### config.mk
export PLATFORM = sky130hd
export DESIGN_NAME = iru_coord_gen
export DESIGN_NICKNAME = d
export VERILOG_FILES = /design/src/rtl/iru_pkg.sv /design/src/rtl/iru_sin_lut.sv /design/src/rtl/iru_coord_gen.sv
export SDC_FILE = /design/constraint.sdc
export NUM_CORES = 1
export LEC_CHECK = 0
export ABC_AREA = 0
export CAP_MARGIN = 15
export CORE_MARGIN = 10
export CORE_UTILIZATION = 60
export DETAILED_ROUTE_END_ITERATION = 16
export GPL_TIMING_DRIVEN = 0
export PLACE_DENSITY = 0.85
export SETUP_SLACK_MARGIN = 0.3
export SLEW_MARGIN = 10
export SYNTH_ARGS = -nofsm -noshare
export SYNTH_HDL_FRONTEND = slang
export SYNTH_SLANG_ARGS = --single-unit
export TNS_END_PERCENT = 100
### constraint.sdc
create_clock -name clk -period 9.5 [get_ports clk]
set_input_delay 1.9 -clock clk [delete_from_list [all_inputs] [get_ports clk]]
set_output_delay 1.9 -clock clk [all_outputs]
set_load 0.01 [all_outputs]
### src/rtl/iru_pkg.sv
// Shared types and constants for the image rotation unit coordinate path.
// Sine samples are 9-bit sign-magnitude with 0x80 representing 1.0.
package iru_pkg;

    localparam int IRU_DIM         = 20;
    localparam int IRU_LUT_ENTRIES = 36;
    localparam int IRU_QUARTER     = 9;
    localparam int IRU_FRAC_BITS   = 7;
    localparam int IRU_COORD_W     = 7;
    localparam int IRU_SUM_W       = 14;

    typedef struct packed {
        logic       sign;
        logic [7:0] mag;
    } iru_sine_t;

    typedef logic signed [IRU_COORD_W-1:0] iru_coord_t;

    typedef enum logic [1:0] {
        IRU_IDLE  = 2'd0,
        IRU_LOAD  = 2'd1,
        IRU_RUN   = 2'd2,
        IRU_DRAIN = 2'd3
    } iru_state_e;

    // Signed offset times a sign-magnitude sample: unsigned magnitude product, then negate.
    function automatic logic signed [IRU_SUM_W-1:0] iru_sm_mul(input logic signed [5:0] k,
                                                               input iru_sine_t         s);
        logic signed [IRU_SUM_W-1:0] p;
        p = 14'(k) * $signed({6'b0, s.mag});
        return s.sign ? -p : p;
    endfunction

endpackage

### src/rtl/iru_sin_lut.sv
// 36-entry sine table in 10 degree steps, built from one quarter wave.
// Addresses 36 and above read as zero.
module iru_sin_lut
    import iru_pkg::*;
(
    input  logic [5:0] addr_i,
    output iru_sine_t  data_o
);

    function automatic logic [7:0] quarter_mag(input logic [4:0] idx);
        case (idx)
            5'd0:    return 8'd0;
            5'd1:    return 8'd22;
            5'd2:    return 8'd44;
            5'd3:    return 8'd64;
            5'd4:    return 8'd82;
            5'd5:    return 8'd98;
            5'd6:    return 8'd111;
            5'd7:    return 8'd120;
            5'd8:    return 8'd126;
            default: return 8'd128;
        endcase
    endfunction

    logic [4:0] fold;

    always_comb begin
        data_o = '0;
        fold   = (addr_i < 6'd18) ? 5'(addr_i) : 5'(addr_i - 6'd18);
        if (fold > 5'(IRU_QUARTER)) begin
            fold = 5'd18 - fold;
        end
        if (addr_i < 6'(IRU_LUT_ENTRIES)) begin
            data_o.mag  = quarter_mag(fold);
            data_o.sign = (addr_i > 6'd18);
        end
    end

endmodule

### src/rtl/iru_coord_gen.sv
// Rotation coordinate generator: streams one source coordinate per destination pixel.
// Define IRU_COORD_CLAMP_EN to clamp src_x/src_y into the window.
module iru_coord_gen
    import iru_pkg::*;
#(
    parameter int DIM     = IRU_DIM,
    parameter int COORD_W = IRU_COORD_W
) (
    input  logic                      clk,
    input  logic                      rst,
    input  logic                      start_valid,
    output logic                      start_ready,
    input  logic [5:0]                angle,
    output logic                      coord_valid,
    input  logic                      coord_ready,
    output logic signed [COORD_W-1:0] src_x,
    output logic signed [COORD_W-1:0] src_y,
    output logic [8:0]                dst_idx,
    output logic                      in_bounds,
    output logic                      last,
    output logic                      busy,
    output logic                      err_angle,
    output logic [1:0]                dbg_state
);

    // Handshakes: a beat or a start transfers on the rising edge where valid && ready;
    // once coord_valid is raised the beat holds stable until coord_ready is seen.

    localparam logic signed [IRU_SUM_W-1:0] CENTER_S = 14'(DIM / 2);
    localparam logic signed [IRU_SUM_W-1:0] DIM_S    = 14'(DIM);
    localparam logic signed [IRU_SUM_W-1:0] ROUND_S  = 14'sd64;

    iru_state_e state_q, state_d;
    logic       err_q, err_d;
    logic [5:0] angle_q;
    logic [5:0] cos_addr;
    iru_sine_t  lut_sin, lut_cos, sin_q, cos_q, sin_use, cos_use;

    logic [4:0] x_q, y_q;
    logic [8:0] idx_q;
    logic       issue, advance, issue_last;
    logic signed [5:0] u, v;

    logic                        p1_valid_q, p1_last_q;
    logic [8:0]                  p1_idx_q;
    logic signed [IRU_SUM_W-1:0] p1_ucos_q, p1_vsin_q, p1_usin_q, p1_vcos_q;

    logic signed [IRU_SUM_W-1:0] sum_x, sum_y, sx_full, sy_full, sx_out, sy_out;
    logic                        inb;

    logic                      coord_valid_q, last_q, in_bounds_q;
    logic signed [COORD_W-1:0] src_x_q, src_y_q;
    logic [8:0]                dst_idx_q;

    assign cos_addr = (angle_q >= 6'd27) ? angle_q - 6'd27 : angle_q + 6'(IRU_QUARTER);

    iru_sin_lut u_sin_lut (.addr_i(angle_q),  .data_o(lut_sin));
    iru_sin_lut u_cos_lut (.addr_i(cos_addr), .data_o(lut_cos));

    // LOAD already issues pixel (0,0) from the live table outputs so the first
    // beat lands two cycles after LOAD, while sin_q/cos_q serve the rest of the window.
    assign sin_use    = (state_q == IRU_LOAD) ? lut_sin : sin_q;
    assign cos_use    = (state_q == IRU_LOAD) ? lut_cos : cos_q;
    assign issue      = (state_q == IRU_LOAD) || (state_q == IRU_RUN);
    assign advance    = !(coord_valid_q && !coord_ready);
    assign issue_last = (x_q == 5'(DIM - 1)) && (y_q == 5'(DIM - 1));
    assign u          = 6'(x_q) - 6'(DIM / 2);
    assign v          = 6'(y_q) - 6'(DIM / 2);

    always_comb begin
        state_d = state_q;
        err_d   = 1'b0;
        case (state_q)
            IRU_IDLE: begin
                if (start_valid) begin
                    if (angle >= 6'(IRU_LUT_ENTRIES)) err_d   = 1'b1;
                    else                               state_d = IRU_LOAD;
                end
            end
            IRU_LOAD:  state_d = IRU_RUN;
            IRU_RUN:   if (advance && issue_last) state_d = IRU_DRAIN;
            IRU_DRAIN: if (coord_valid_q && coord_ready && last_q) state_d = IRU_IDLE;
            default:   state_d = IRU_IDLE;
        endcase
    end

    function automatic logic signed [IRU_SUM_W-1:0] clamp_coord(input logic signed [IRU_SUM_W-1:0] c);
        if (c < 14'sd0)   return 14'sd0;
        if (c >= DIM_S)   return DIM_S - 14'sd1;
        return c;
    endfunction

    always_comb begin
        sum_x   = p1_ucos_q + p1_vsin_q + ROUND_S;
        sum_y   = p1_vcos_q - p1_usin_q + ROUND_S;
        sx_full = (sum_x >>> IRU_FRAC_BITS) + CENTER_S;
        sy_full = (sum_y >>> IRU_FRAC_BITS) + CENTER_S;
        inb     = (sx_full >= 14'sd0) && (sx_full < DIM_S) &&
                  (sy_full >= 14'sd0) && (sy_full < DIM_S);
`ifdef IRU_COORD_CLAMP_EN
        sx_out  = clamp_coord(sx_full);
        sy_out  = clamp_coord(sy_full);
`else
        sx_out  = sx_full;
        sy_out  = sy_full;
`endif
    end

    always_ff @(posedge clk) begin
        if (rst) begin
            state_q       <= IRU_IDLE;
            err_q         <= 1'b0;
            angle_q       <= '0;
            sin_q         <= '0;
            cos_q         <= '0;
            x_q           <= '0;
            y_q           <= '0;
            idx_q         <= '0;
            p1_valid_q    <= 1'b0;
            p1_last_q     <= 1'b0;
            p1_idx_q      <= '0;
            p1_ucos_q     <= '0;
            p1_vsin_q     <= '0;
            p1_usin_q     <= '0;
            p1_vcos_q     <= '0;
            coord_valid_q <= 1'b0;
            last_q        <= 1'b0;
            in_bounds_q   <= 1'b0;
            src_x_q       <= '0;
            src_y_q       <= '0;
            dst_idx_q     <= '0;
        end else begin
            state_q <= state_d;
            err_q   <= err_d;
            if (state_q == IRU_IDLE && start_valid) begin
                angle_q <= angle;
            end
            if (state_q == IRU_LOAD) begin
                sin_q <= lut_sin;
                cos_q <= lut_cos;
            end
            if (advance) begin
                p1_valid_q <= issue;
                if (issue) begin
                    p1_ucos_q <= iru_sm_mul(u, cos_use);
                    p1_vsin_q <= iru_sm_mul(v, sin_use);
                    p1_usin_q <= iru_sm_mul(u, sin_use);
                    p1_vcos_q <= iru_sm_mul(v, cos_use);
                    p1_idx_q  <= idx_q;
                    p1_last_q <= issue_last;
                    if (x_q == 5'(DIM - 1)) begin
                        x_q <= '0;
                        y_q <= (y_q == 5'(DIM - 1)) ? 5'd0 : y_q + 5'd1;
                    end else begin
                        x_q <= x_q + 5'd1;
                    end
                    idx_q <= issue_last ? 9'd0 : idx_q + 9'd1;
                end
                coord_valid_q <= p1_valid_q;
                if (p1_valid_q) begin
                    src_x_q     <= COORD_W'(sx_out);
                    src_y_q     <= COORD_W'(sy_out);
                    dst_idx_q   <= p1_idx_q;
                    in_bounds_q <= inb;
                    last_q      <= p1_last_q;
                end
            end
        end
    end

    assign start_ready = (state_q == IRU_IDLE);
    assign busy        = (state_q != IRU_IDLE);
    assign err_angle   = err_q;
    assign dbg_state   = state_q;
    assign coord_valid = coord_valid_q;
    assign src_x       = src_x_q;
    assign src_y       = src_y_q;
    assign dst_idx     = dst_idx_q;
    assign in_bounds   = in_bounds_q;
    assign last        = last_q;

endmodule

* Word-level counts from Yosys, hierarchy flattened
Memory sizes are Yosys's and may differ from the RTL's.
Cells that the tools add are included.
** Word-level totals
- Input port bits :: 10
- Output and inout port bits :: 31
- Memories kept :: 2
- Bits in read-only memories :: 256
- Register bits :: 139
- Word-level logic and storage cells :: 119
- Memory bits (writable) :: 0
- Latch bits :: 0
** Memories
- (name not given) :: depth 16, width 8, rd ports 1, clocked after Yosys merged registers in 0, write ports 0, RTL line iru_sin_lut.sv:11 : case (idx)
- (name not given) :: depth 16, width 8, rd ports 1, clocked after Yosys merged registers in 0, write ports 0, RTL line iru_sin_lut.sv:11
** Operators by class
- Divide/modulo/power cells :: 0
- Equality and inequality tests :: 9
- Muxes and demuxes :: 24
- $add $sub $neg :: 21
- $lt $le $gt $ge :: 14
- Shifts and indexed selects :: 0
- Bitwise logic cells :: 3
- $mul :: 4
- Reductions and logical operators :: 19
** Operators with widths (number)
- 6-bit by 9-bit multiplier with 14-bit output :: 4
- 14-bit 2-to-1 mux :: 4
- 14-bit negation :: 4
- 9-bit 2-to-1 mux :: 5
- 5-bit 2-to-1 mux :: 6
- 14-bit by 8-bit adder with 14-bit output (second input constant) :: 2
- 7-bit by 5-bit adder with 8-bit output (second input constant) :: 2
- 8-bit by 1-bit >= comparator with 1-bit output (second input constant) :: 2
- 8-bit by 6-bit less-than comparator with 1-bit output (second input constant) :: 2
- 8-bit 2-to-1 mux :: 2
- 14-bit adder :: 1
- 14-bit subtractor :: 1
- 6-bit by 5-bit greater-than comparator with 1-bit output (second input constant) :: 2
- 6-bit by 5-bit less-than comparator with 1-bit output (second input constant) :: 2
- 6-bit less-than comparator (second input constant) :: 2
- 5-bit by 4-bit subtractor with 6-bit output (second input constant) :: 2
- 5-bit by 1-bit adder with 5-bit output (second input constant) :: 2
- 5-bit equality test (second input constant) :: 2
- 5-bit by 4-bit greater-than comparator with 1-bit output (second input constant) :: 2
- 5-bit subtractor (first input constant) :: 2
- 5-bit subtractor (second input constant) :: 2
- 9-bit by 1-bit adder with 9-bit output (second input constant) :: 1
- 1-bit logical AND :: 9
- 2-bit 2-to-1 mux :: 4
- 20 further kinds :: 27

* Longest topological paths before layout
An unclocked memory read counts as a cell.
- Depth after elaboration :: 13
- Gate-level depth with buffers :: 39
- Gate-level depth less buffers :: 37

* Hierarchy
Synthesis repeated with hierarchy kept, for this count alone.
** Unflattened totals
- Cell total of the unflattened synthesis :: 1838
- Area, all modules :: 15005.6 µm²
** By module, submodules not included
- iru_coord_gen :: cells each 1683, seq. area each 2782.7 µm², area an instance 13930.9 µm², instances 1
- iru_sin_lut at u_sin_lut :: cells each 80, seq. area each 0.0 µm², area an instance 541.8 µm², instances 1
- iru_sin_lut at u_cos_lut :: cells each 75, seq. area each 0.0 µm², area an instance 533.0 µm², instances 1

* Worst setup path after synthesis
OpenSTA, ideal clock, no wires.
- Path type :: register to register
- Start :: reg angle_q[1]
- End :: reg p1_vcos_q[13]
- Clock period less this slack :: 8.087 ns
- Buffers on the path :: 2
- Library setup time :: 0.079 ns
- Data arrival time :: 8.008 ns
- Slack :: 1.413 ns
- Stages on the path, launching flop included :: 40
- Required time :: 9.421 ns
- Path through :: dfxtp_1 -> ha_1 -> buf_2 -> xnor2_2 -> a211o_1 -> nand3_2 -> inv_1 -> ha_1 -> and3_1 -> nor2_1 -> mux2_4 -> a22o_1 -> a21oi_1 -> mux2i_1 -> inv_1 -> ha_1 -> nor2_1 -> a21oi_1 -> [4 not listed] -> fa_1 -> fa_1 -> inv_1 -> fa_1 -> inv_1 -> fa_1 -> inv_1 -> ha_1 -> a21o_1 -> a21oi_1 -> nor2b_1 -> o31a_1 -> o22ai_1 -> o21bai_1 -> a21oi_1 -> xnor2_1 -> a2111o_1 -> o211ai_1
** Between the ends
- Cells in the longest elaborated chain, start to end :: 13
- Elaborated cells on any way between the ends :: 19
- Classes of those cells :: 5 x add/sub; 1 x mul; 5 x order compare; 7 x mux; 1 x memory
** Ends and longest elaborated chain
- start: declaration :: RTL line iru_coord_gen.sv:35 : logic [5:0] angle_q;
- start signal: assignment :: RTL line iru_coord_gen.sv:136 : angle_q <= angle;
- 6-bit by 4-bit adder with 6-bit output, or another cell as far along :: RTL line iru_coord_gen.sv:55 : assign cos_addr = (angle_q >= 6'd27) ? angle_q - 6'd27 : angle_q + 6'(IRU_QUARTER);
- 6-bit 2-to-1 mux (*) :: RTL line iru_coord_gen.sv:55
- 5-bit subtractor / 6-bit by 5-bit less-than comparator with 1-bit output (equally long branches) :: RTL line iru_sin_lut.sv:29 : fold = (addr_i < 6'd18) ? 5'(addr_i) : 5'(addr_i - 6'd18);
- 5-bit 2-to-1 mux :: RTL line iru_sin_lut.sv:29
- 5-bit subtractor / 5-bit by 4-bit greater-than comparator with 1-bit output (equally long branches) :: RTL line iru_sin_lut.sv:31, iru_sin_lut.sv:30
- 5-bit 2-to-1 mux :: RTL line iru_sin_lut.sv:30 : if (fold > 5'(IRU_QUARTER)) begin
- memory read 16 x 8 bit
- 8-bit 2-to-1 mux :: RTL line iru_sin_lut.sv:11
- 9-bit 2-to-1 mux (*) :: RTL line iru_sin_lut.sv:33 : if (addr_i < 6'(IRU_LUT_ENTRIES)) begin
- 9-bit 2-to-1 mux (*)
- 6-bit by 9-bit multiplier with 14-bit output :: RTL line iru_pkg.sv:30 : p = 14'(k) * $signed({6'b0, s.mag});
- 14-bit negation :: RTL line iru_pkg.sv:31 : return s.sign ? -p : p;
- 14-bit 2-to-1 mux (*) :: RTL line iru_pkg.sv:31
- end signal: assignment :: RTL line iru_coord_gen.sv:148 : p1_vcos_q <= iru_sm_mul(v, cos_use);
- end: declaration :: RTL line iru_coord_gen.sv:46 : logic signed [IRU_SUM_W-1:0] p1_ucos_q, p1_vsin_q, p1_usin_q, p1_vcos_q;
Every way passes the cells marked *; elsewhere a longest branch is shown, timed or not.
A chain may end at the register's enable or synchronous reset.

* Worst setup path in the final report
- Start :: reg angle_q[0]
- End :: reg p1_vcos_q[12]
Same word-level chain as after synthesis.

==> reports/qor.json <==
{
  "period_share_pct": 91.9,
  "grtUsageTotal_pct": 28.2,
  "combined_area_of_all_synthesized_cells_sq_um": 15100,
  "worst_slew_pin_slew_ps": 1180,
  "cell_area_after_placement_sq_um": 15900,
  "dp.final_hpwl_mm": 34.6,
  "cts.reportedPaths.clkPinSlew_ps": 70,
  "core_region_area_sq_um": 25000,
  "critPathTopFamily": "adder cells",
  "drtIter0Drc": 1431,
  "slowest_library_cell_on_the_worst_path": "fa_1",
  "yosysTopAreaCellShare_pct": 18.4,
  "maxSlewHeadroom_pct": 20.5,
  "net_count_synth": 2169,
  "critical_path_arrival_ps": 9080,
  "dr.max_layer_used": "met4",
  "syn_area_per_cell_sq_um": 8.15,
  "globalRoute.totalOverflow": 0,
  "drc_errors": 0,
  "first_global_vias": 14203,
  "rsz_0062_raised_after_global_routing": "no",
  "viasPerCell": 6.30,
  "holdBufCountCts": 0,
  "yosys_register_bits": 139,
  "asyncSetResetFlopFracSynth_pct": 0,
  "endpoint_kind": "flop",
  "grt_start_max_net_pins": 17,
  "fp.dieH_microns": 179,
  "final_period_demand_of_the_worst_path_ps": 8730,
  "routed-wl-met2_mm": 20.6,
  "vias": 14220,
  "yosysTopAreaCell": "dfxtp_1",
  "synth_cell_type_count": 87,
  "final_layout_size_suffix_gt1_share_pct": 5.65,
  "buffer_ports.inserted": 39,
  "final-hold-violation-count": 0,
  "totalWireLength_mm": 45.1,
  "ys.flop_type": "dfxtp_1",
  "outcome": "completed",
  "max_capacitance_violation_count": 0,
  "final-max-slew-violation-count": 0,
  "synth-seq-area-share_pct": 18.4,
  "synthCells": 1856,
  "rows": 58,
  "number_of_routed_nets_with_antenna_violations": 0,
  "htree_levels": 4,
  "wl_met1_mm": 17.6,
  "hold_ws_ps": 450,
  "fin_area_sq_um": 16600,
  "number_of_antenna_violations_at_the_first_check_in_global_routing": 0,
  "antennaDiodeCount": 0,
  "tritoncts": "done",
  "cts_buffer_depth": 2,
  "synth.top_cells.by_area": "dfxtp_1, ha_1, fa_1",
  "start_kind": "flop",
  "maxClockFrequency_mhz": 115,
  "clock_sinks": 139,
  "clk_root_buffer_cell": "clkbuf_16",
  "yosysWarnings": 0,
  "nNetsFinal": 2230,
  "gp_congestion": 0.955,
  "initial_core_utilization_pct": 60.6,
  "timing_worst_setup_path_type": "reg2reg",
  "dieWidth_microns": 179,
  "crit_buf_inv": 7,
  "finalClockSkew_ps": 15.3,
  "cp_slowest_stage_delay_ps": 560,
  "setup_tns_ps": 0,
  "design.portCount": 41,
  "drt_pre_antenna_iters": 9,
  "grt_pass1_wl_mm": 72.1,
  "finalSetupViolations": 0,
  "die-area_sq_um": 32000,
  "cell_repeated_most_along_the_worst_path": "inv_1",
  "worst-path-max-fanout": 10,
  "met3_wirelength_mm": 4.62,
  "synth-edff-count": 0,
  "required_ps": 9840,
  "hold_class": "reg2reg",
  "route.detailed.wl_per_inst_microns": 20.0,
  "layout.filler_cells": 2022,
  "clock_insertion_delay_worst_skew_ps": 450,
  "cts-buffers-inserted": 17,
  "area_growth_pct": 9.66
}
==> per-layer routing <==
layer / track usage [%] / vias to the layer above
met2: 45.6 / 746
met5: 0 / -
met3: 6.93 / 175
met1: 34.5 / 6824
met4: 14.1 / 0
li1: - / 6475
==> kinds of logic (layout without fill, tap and decap cells) <==
family | count (synthesis) | in the layout | share of synthesized area (%)
xor gates and xnor gates | 114 | 114 | 6.65
and+or+nand+nor | 628 | 628 | 19.2
muxes | 15 | 15 | 1.08
AOI/OAI and AO/OA | 408 | 408 | 18.2
adders and majority gates | 304 | 304 | 30.1
buffers and inverters | 248 | 320 | 6.38
DFF | 139 | 139 | 18.4
==> flip-flops by register name, summed over array words and instances (netlist names), 2 cells and up <==
register and cells:
angle_q 6, cos_q 9, dbg_state 2, dst_idx 9, idx_q 9, p1_idx_q 9, p1_ucos_q 14, p1_usin_q 14
p1_vcos_q 14, p1_vsin_q 14, sin_q 9, src_x 7, src_y 7, x_q 5, y_q 5
==> through the flow <==
stage / worst slack, ps / instances / util, %
2_1_floorplan: 1410 / 1856 / -
3_3_place_gp: 510 / 2225 / 63.8
3_5_place_dp: 266 / 2225 / 63.8
4_1_cts: 300 / 2255 / 66.0
5_1_grt: 356 / 2258 / 66.4
6_report: 768 / 2258 / 66.4
==> layout make-up <==
class,count,area [sq um],share of cell area (%)
flip-flops and latches,139,2790,16.8
repair buffers,42,413,2.49
multi-input cells,1469,11400,69.0
inverters,157,589,3.55
clock buffers,17,425,2.57
well taps,330,413,2.49
plain buffers,91,382,2.30
clock inverters,13,124,0.747
==> Yosys cell counts (29+ instances only) <==
cell / number
nand3_1: 36
dfxtp_1: 139
and2_1: 29
a21oi_1: 126
clkbuf_1: 65
xor2_1: 47
nor3_1: 29
fa_1: 100
xnor2_1: 66
inv_1: 151
o21ai_0: 67
a211oi_1: 39
ha_1: 203
nand2_1: 189
nor2_1: 212
nand2b_1: 30
==> timing repair <==
item	in CTS	in global routing
setup endpoints to repair	3	10
resized for setup	2	25
pin swaps	0	3
setup buffers	0	3
==> cells in the final DEF, fill, tap and decap left out, types with 17 or more instances in the layout <==
master | Yosys | final
nand2b_1 | 30 | 30
nand2_1 | 189 | 189
ha_1 | 203 | 203
a31oi_1 | 17 | 17
and2_1 | 29 | 29
a21o_1 | 22 | 22
clkbuf_1 | 65 | 62
nor2b_1 | 20 | 20
nand3_1 | 36 | 36
o21ai_0 | 67 | 66
clkdlybuf4s50_1 | 0 | 39
nor2_1 | 212 | 212
dfxtp_1 | 139 | 136
inv_1 | 151 | 151
clkbuf_16 | 0 | 17
xor2_1 | 47 | 47
o21a_1 | 17 | 17
nor3_1 | 29 | 28
fa_1 | 100 | 100
a211oi_1 | 39 | 38
a21oi_1 | 126 | 123
xnor2_1 | 66 | 66
==> tightest hold or removal path: cells and delay by family, from the launching register on <==
kind / cells / cell delay (ps)
AND/OR/NAND/NOR: 1 / 60
flip-flops: 1 / 310
AO/OA/AOI/OAI: 1 / 50
==> worst paths after layout <==
check / start / endpoint / slack (ps) / cells past startpoint
max: angle_q[0] / p1_vcos_q[12] / 770 / 38
min: p1_idx_q[2] / dst_idx[2] / 450 / 2
max reg2reg: angle_q[0] / p1_vcos_q[12] / 770 / 38
min reg2reg: p1_idx_q[2] / dst_idx[2] / 450 / 2
Power is not shown: default switching activity piles up to over one toggle a cycle in this logic, so the estimate is an artifact.
